### src/rtl/mfe_lcd1602_textbuf.sv
// LCD1602 2x16 text frame buffer: runs the power-on init sequence, then streams dirty rows to the controller.
// Optional build define MFE_LCD1602_TEXTBUF_CHARMAP_EN remaps data bytes (2D -> B0, >= 80 -> 20).
module mfe_lcd1602_textbuf #(
    parameter logic [7:0] ROW0_ADDR = 8'h80,
    parameter logic [7:0] ROW1_ADDR = 8'hC0
) (
    input  logic       clk,
    input  logic       rst,
    input  logic       wr_en,
    input  logic [4:0] wr_addr,
    input  logic [7:0] wr_data,
    input  logic       clr,
    output logic       busy,
    output logic       init_done,
    output logic       ctrl_cmd,
    output logic [7:0] ctrl_dat,
    output logic       ctrl_lwt,
    output logic       ctrl_vld,
    input  logic       ctrl_ready
);

    typedef enum logic [1:0] {
        ST_INIT,
        ST_IDLE,
        ST_ADDR,
        ST_CHAR
    } state_t;

    state_t     state;
    logic [7:0] char_mem [32];
    logic [1:0] dirty;
    logic [1:0] dirty_set;
    logic [1:0] dirty_clr;
    logic [1:0] dirty_next;
    logic       row;
    logic [3:0] col;
    logic [2:0] init_idx;
    logic       accept;
    logic       present_ok;
    logic [7:0] char_raw;
    logic [7:0] char_out;
    logic [8:0] init_word;

    assign accept     = ctrl_vld & ctrl_ready;
    assign present_ok = ~ctrl_vld & ctrl_ready;
    assign char_raw   = char_mem[{row, col}];

    // A write or clear landing on the same edge as the ADDR acceptance keeps the row dirty.
    always_comb begin
        dirty_set = 2'b00;
        if (clr) begin
            dirty_set = 2'b11;
        end else if (wr_en) begin
            dirty_set[wr_addr[4]] = 1'b1;
        end
        dirty_clr = 2'b00;
        if (state == ST_ADDR && accept) begin
            dirty_clr[row] = 1'b1;
        end
        dirty_next = (dirty & ~dirty_clr) | dirty_set;
    end

`ifdef MFE_LCD1602_TEXTBUF_CHARMAP_EN
    always_comb begin
        if (char_raw == 8'h2D) begin
            char_out = 8'hB0;
        end else if (char_raw[7]) begin
            char_out = 8'h20;
        end else begin
            char_out = char_raw;
        end
    end
`else
    assign char_out = char_raw;
`endif

    // Init word as {lwt, dat}; only the clear-display command needs the long wait.
    always_comb begin
        case (init_idx)
            3'd0:    init_word = {1'b0, 8'h38};
            3'd1:    init_word = {1'b0, 8'h0C};
            3'd2:    init_word = {1'b1, 8'h01};
            3'd3:    init_word = {1'b0, 8'h06};
            default: init_word = {1'b0, 8'h80};
        endcase
    end

    always_ff @(posedge clk) begin
        if (rst) begin
            for (int i = 0; i < 32; i++) begin
                char_mem[i] <= 8'h20;
            end
        end else begin
            if (clr) begin
                for (int i = 0; i < 32; i++) begin
                    char_mem[i] <= 8'h20;
                end
            end
            if (wr_en) begin
                char_mem[wr_addr] <= wr_data;
            end
        end
    end

    always_ff @(posedge clk) begin
        if (rst) begin
            state     <= ST_INIT;
            dirty     <= 2'b11;
            row       <= 1'b0;
            col       <= 4'd0;
            init_idx  <= 3'd0;
            ctrl_vld  <= 1'b0;
            ctrl_cmd  <= 1'b0;
            ctrl_dat  <= 8'h00;
            ctrl_lwt  <= 1'b0;
            busy      <= 1'b1;
            init_done <= 1'b0;
        end else begin
            dirty <= dirty_next;
            case (state)
                ST_INIT: begin
                    if (accept) begin
                        ctrl_vld <= 1'b0;
                        if (init_idx == 3'd4) begin
                            init_done <= 1'b1;
                            state     <= ST_IDLE;
                            busy      <= |dirty_next;
                        end else begin
                            init_idx <= init_idx + 3'd1;
                        end
                    end else if (present_ok) begin
                        ctrl_vld <= 1'b1;
                        ctrl_cmd <= 1'b1;
                        ctrl_lwt <= init_word[8];
                        ctrl_dat <= init_word[7:0];
                    end
                end
                ST_IDLE: begin
                    if (dirty[0]) begin
                        row   <= 1'b0;
                        state <= ST_ADDR;
                        busy  <= 1'b1;
                    end else if (dirty[1]) begin
                        row   <= 1'b1;
                        state <= ST_ADDR;
                        busy  <= 1'b1;
                    end else begin
                        busy <= |dirty_next;
                    end
                end
                ST_ADDR: begin
                    if (accept) begin
                        ctrl_vld <= 1'b0;
                        col      <= 4'd0;
                        state    <= ST_CHAR;
                    end else if (present_ok) begin
                        ctrl_vld <= 1'b1;
                        ctrl_cmd <= 1'b1;
                        ctrl_lwt <= 1'b0;
                        ctrl_dat <= row ? ROW1_ADDR : ROW0_ADDR;
                    end
                end
                ST_CHAR: begin
                    // Byte is fetched at presentation so late writes to unsent columns still go out.
                    if (accept) begin
                        ctrl_vld <= 1'b0;
                        if (col == 4'd15) begin
                            state <= ST_IDLE;
                            busy  <= |dirty_next;
                        end else begin
                            col <= col + 4'd1;
                        end
                    end else if (present_ok) begin
                        ctrl_vld <= 1'b1;
                        ctrl_cmd <= 1'b0;
                        ctrl_lwt <= 1'b0;
                        ctrl_dat <= char_out;
                    end
                end
                default: state <= ST_INIT;
            endcase
        end
    end

endmodule

### config.mk
export PLATFORM = sky130hd
export DESIGN_NAME = mfe_lcd1602_textbuf
export DESIGN_NICKNAME = d
export VERILOG_FILES = /design/src/rtl/mfe_lcd1602_textbuf.sv
export SDC_FILE = /design/constraint.sdc
export NUM_CORES = 1
export LEC_CHECK = 0
export CAP_MARGIN = 20
export CORE_AREA = 4 4 166 168
export CTS_CLUSTER_DIAMETER = 100
export DETAILED_ROUTE_END_ITERATION = 6
export DIE_AREA = 0 0 170 172
export GPL_TIMING_DRIVEN = 0
export MAX_ROUTING_LAYER = met4
export PLACE_DENSITY = 0.68
export SLEW_MARGIN = 20
export SYNTH_ARGS = -nofsm -noshare
export SYNTH_HDL_FRONTEND = slang
export SYNTH_SLANG_ARGS = --single-unit
### constraint.sdc
create_clock -name clk -period 3.11 [get_ports clk]
set_clock_uncertainty 0.05 [all_clocks]
set_input_delay 0.622 -clock clk [delete_from_list [all_inputs] [get_ports clk]]
set_output_delay 0.622 -clock clk [all_outputs]
set_load 0.02 [all_outputs]
Word-level counts from Yosys, hierarchy flattened

Memory sizes are Yosys's and may differ from the RTL's.
Cells that the tools add are included.

Add/sub/neg operators: 2
Bitwise logic cells: 39
Reduce and logical (&&, ||, !) cells: 26
Mux-type cells: 86
Eq/ne operators: 25
$lt $le $gt $ge: 4

Operator list:

| operator                                           | count |
|---|---|
| 2-to-1 mux 8 bit                                   | 38 |
| case mux 9 bit (4 select lines)                    | 1 |
| bitwise OR 1 bit                                   | 32 |
| != test 2 bit, second input constant               | 14 |
| 2-to-1 mux 1 bit                                   | 25 |
| case mux 8 bit (3 select lines)                    | 1 |
| 2-to-1 mux 2 bit                                   | 10 |
| AND reduction 5 bit                                | 3 |
| 2-to-1 mux 4 bit                                   | 3 |
| nonzero test 2 bit                                 | 5 |
| case mux 2 bit (4 select lines)                    | 1 |
| case mux 4 bit (2 select lines)                    | 1 |
| 2-to-1 mux 7 bit                                   | 1 |
| AND reduction 7 bit                                | 1 |
| == test 3 x 2 -> 1 bit, second input constant      | 2 |
| AND reduction 3 bit                                | 2 |
| AND reduction 6 bit                                | 1 |
| nonzero test 3 bit                                 | 2 |
| OR reduction 2 bit                                 | 3 |
| adder 4 x 1 -> 4 bit, second input constant        | 1 |
| == test 2 bit, second input constant               | 2 |
| == test 4 bit, second input constant               | 1 |
| < comparator 1 x 2 -> 1 bit, second input constant | 2 |
| != test 2 x 1 -> 1 bit, second input constant      | 2 |
| other kinds (20)                                   | 28 |

RAM bits: 256
Memories kept: 1
Register bits: 25

Memory list:

| memory   | depth | width | read ports | clocked after memory_dff | write ports | RTL line | RTL |
|---|---|---|---|---|---|---|---|
| char_mem | 32    | 8     | 1          | 0                        | 33          | 30       | `logic [7:0] char_mem [32];` |

Depth between registers and ports, before layout

Depth in word-level cells: 12
Mapped depth: 8
Gate-level depth less buffers: 7

Worst setup path before layout

OpenSTA, ideal clock, no wires.

Path type: input port to flip-flop
Start: input wr_addr[4]
End: memory char_mem[16][0] (enable)
Stages: 4
Required time: 2.676 ns
Arrival: 2.138 ns
Library setup time: 0.384 ns
Setup slack: 0.538 ns
Path through: clkbuf_1 -> or3b_2 -> clkbuf_1 -> o21ai_0

RTL lines:

| element         | RTL line | RTL |
|---|---|---|
| start, declared | 10       | `input logic [4:0] wr_addr,` |
| end, declared   | 30       |  |

==> flow_summary.json <==
{
  "cp.arrival_ns": 3.30,
  "antenna_found_initial": 1,
  "ys.flop_type": "edfxtp_1",
  "cts_tree": "done",
  "drv_slew": 0,
  "numCtsBuffers": 30,
  "die_w_microns": 170,
  "power_density_nw_per_um2": 543,
  "violations": "design-rule violations, negative setup slack",
  "grt_pass1_vias": 8745,
  "hold_ws_ns": 0.416,
  "max_cap_violations": 0,
  "cpMaxStageDelayCell": "o21ai_1",
  "grt_max_degree": 15,
  "setup_ws_ns": -0.0495,
  "ys_seq_area_share_pct": 61.2,
  "relSlewSlack_pct": 32.9,
  "syn-cell-area_sq_um": 13400,
  "die_h_microns": 172,
  "postSynthCellCount": 1036,
  "grt_setup_unrepaired": "yes",
  "wl_per_cell_microns": 26.3,
  "mostFrequentLayoutCell": "edfxtp_1",
  "nFillCells": 2097,
  "peakVddDrop_v": 0.000466,
  "syn_nets": 1066,
  "required_ns": 3.25,
  "pre_cts_ws_ns": -0.675,
  "die_area_sq_um": 29200,
  "min_path_type": "reg2reg",
  "port_buffers": 29,
  "cts-hold-fix-buffers": 0,
  "yosys_warnings": 0,
  "clock-sinks": 281,
  "yosysUniqueCellTypes": 45,
  "period_minus_slack_ns": 3.16,
  "first_pass_iters": 7,
  "layout_common_cells": "edfxtp_1 (256), and2_1 (224), mux2i_1 (99)",
  "drc_errors": 10,
  "ant_nets": 0,
  "clk_pin_slew_ns": 0.06,
  "clk_latency_ns": 0.56,
  "nets": 1128,
  "coreArea_sq_um": 25900,
  "grtUsageTotal_pct": 26.8,
  "worst_pin_slew_ns": 1.01,
  "synth_edf_count": 256,
  "grt_pass1_wl_microns": 55800,
  "pin_count": 31,
  "endpoint_kind": "flop",
  "synth.avg_cell_area_sq_um": 12.9,
  "root_buffer": "clkbuf_16",
  "htreeDepth": 1,
  "total_power_mw": 8.14,
  "critPathKind": "in2reg",
  "wirelength_microns": 38300,
  "finalSetupViolations": 32,
  "row_count": 59,
  "num_vias": 8915,
  "ys_ff_latch": 281,
  "max_stage_delay_ns": 0.87,
  "crit_fanout": 10,
  "drtIter0Drc": 1155,
  "worstPathCellList": "clkdlybuf4s50_1 -> nand2b_1 -> or3_1 -> clkbuf_1 -> clkbuf_1 -> o21ai_1",
  "drt-vias-per-instance": 6.12,
  "drive_above_1_share_pct": 7.95,
  "fmax_mhz": 317,
  "gp_congestion": 0.892,
  "initial_utilization_pct": 51.6,
  "fin_crit_sh_pct": 102,
  "fin_setup_tns_ns": -0.836,
  "synthArstFlopShare_pct": 0,
  "status": "finished, violations left",
  "overflow": 0,
  "startpoint_type": "input port",
  "hold_viol": 0,
  "leakage_nw": 5.20,
  "path_common_cell": "clkbuf_1",
  "clk_path_buf_depth": 3,
  "area_growth_syn_to_layout_pct": 12.2,
  "place_hpwl_microns": 26100
}
[worst paths after layout]
check,start,end,depth (start not counted),slack (ns)
worst max register to register,col[2],ctrl_dat[3],7,0.05
worst min register to register,ctrl_lwt,ctrl_lwt,2,0.42
worst min-delay path,ctrl_lwt,ctrl_lwt,2,0.42
worst max-delay path,rst,char_mem[8][3],6,-0.05
[critical path, delay by kind of cell]
family	cells	cell delay (ns)
buf+inv	3	1.19
compound gates	1	0.87
simple gates	2	0.60
[synth_stat cells, types with 6 or more instances]
cell type	count	area [sq um]
edfxtp_1	256	7690
and2_1	224	1400
mux2i_1	99	991
clkbuf_1	59	221
nor2_1	56	210
a22oi_1	42	315
o21ai_0	37	185
or3_1	34	213
a21oi_1	32	160
dfxtp_1	25	500
nand2_1	16	60.1
mux4_2	13	293
ha_1	12	150
nand3_1	12	60.1
nor2b_1	11	68.8
a211oi_1	9	67.6
buf_6	8	90.1
o22ai_1	8	50.1
buf_2	7	35.0
buf_4	7	52.6
or4_1	7	52.6
inv_1	6	22.5
nand2b_1	6	37.5
nor3_1	6	30.0
[through the flow]
stage                     utilization (%)  cell area (sq um)  cells
after global placement               54.3              14100   1400
after floorplan                         -              13400   1036
after global routing                 57.9              15000   1455
after detailed placement             54.4              14100   1401
final                                57.9              15000   1456
after CTS                            57.8              15000   1455
[registers in the layout (all words and copies together), names as in the netlist, 2 cells and up]
register / cells
init_idx: 3
dirty: 2
ctrl_dat: 8
state: 2
char_mem: 256
col: 4
[per-layer routing]
metal / up-vias / wire length, microns / track usage (%)
met5: - / 0 / -
met4: 0 / 1590 / 9.97
met3: 125 / 3990 / 5.62
met2: 528 / 17800 / 42.1
met1: 4343 / 15000 / 34.9
li1: 3919 / - / -
[layout make-up]
cell class / count / area, sq um / share of cell area (%)
Multi-Input combinational cell: 667 / 4750 / 31.7
Timing Repair Buffer: 30 / 295 / 1.97
Tap cell: 335 / 419 / 2.79
Sequential cell: 281 / 8190 / 54.6
Clock inverter: 18 / 110 / 0.734
Buffer: 82 / 414 / 2.76
Inverter: 6 / 22.5 / 0.150
Clock buffer: 36 / 795 / 5.30
Antenna cell: 1 / 2.50 / 0.0167
[cell families after synthesis]
kind of cell | Yosys count | share of synthesized area [%]
buffers and inverters | 88 | 3.27
adder cells (fa/ha/maj) | 12 | 1.12
multiplexers | 116 | 10.3
AND/OR/NAND/NOR | 392 | 17.1
AO/OA/AOI/OAI | 142 | 6.70
flip-flops | 281 | 61.2
XOR/XNOR | 5 | 0.328
[repair_timing]
| item | 4_1_cts | 5_1_grt |
|---|---|---|
| setup endpoints to repair | 16 | 16 |
| setup buffers | 0 | 0 |
| pin swaps | 0 | 0 |
| resized for setup | 2 | 2 |
[power breakdown]
part           total (mW)  internal [mW]  switching, mW
Clock                3.35           1.89           1.47
Sequential           4.36           4.31         0.0555
Combinational       0.430          0.131          0.299
Note: power is estimated with default switching activity, not from simulation.
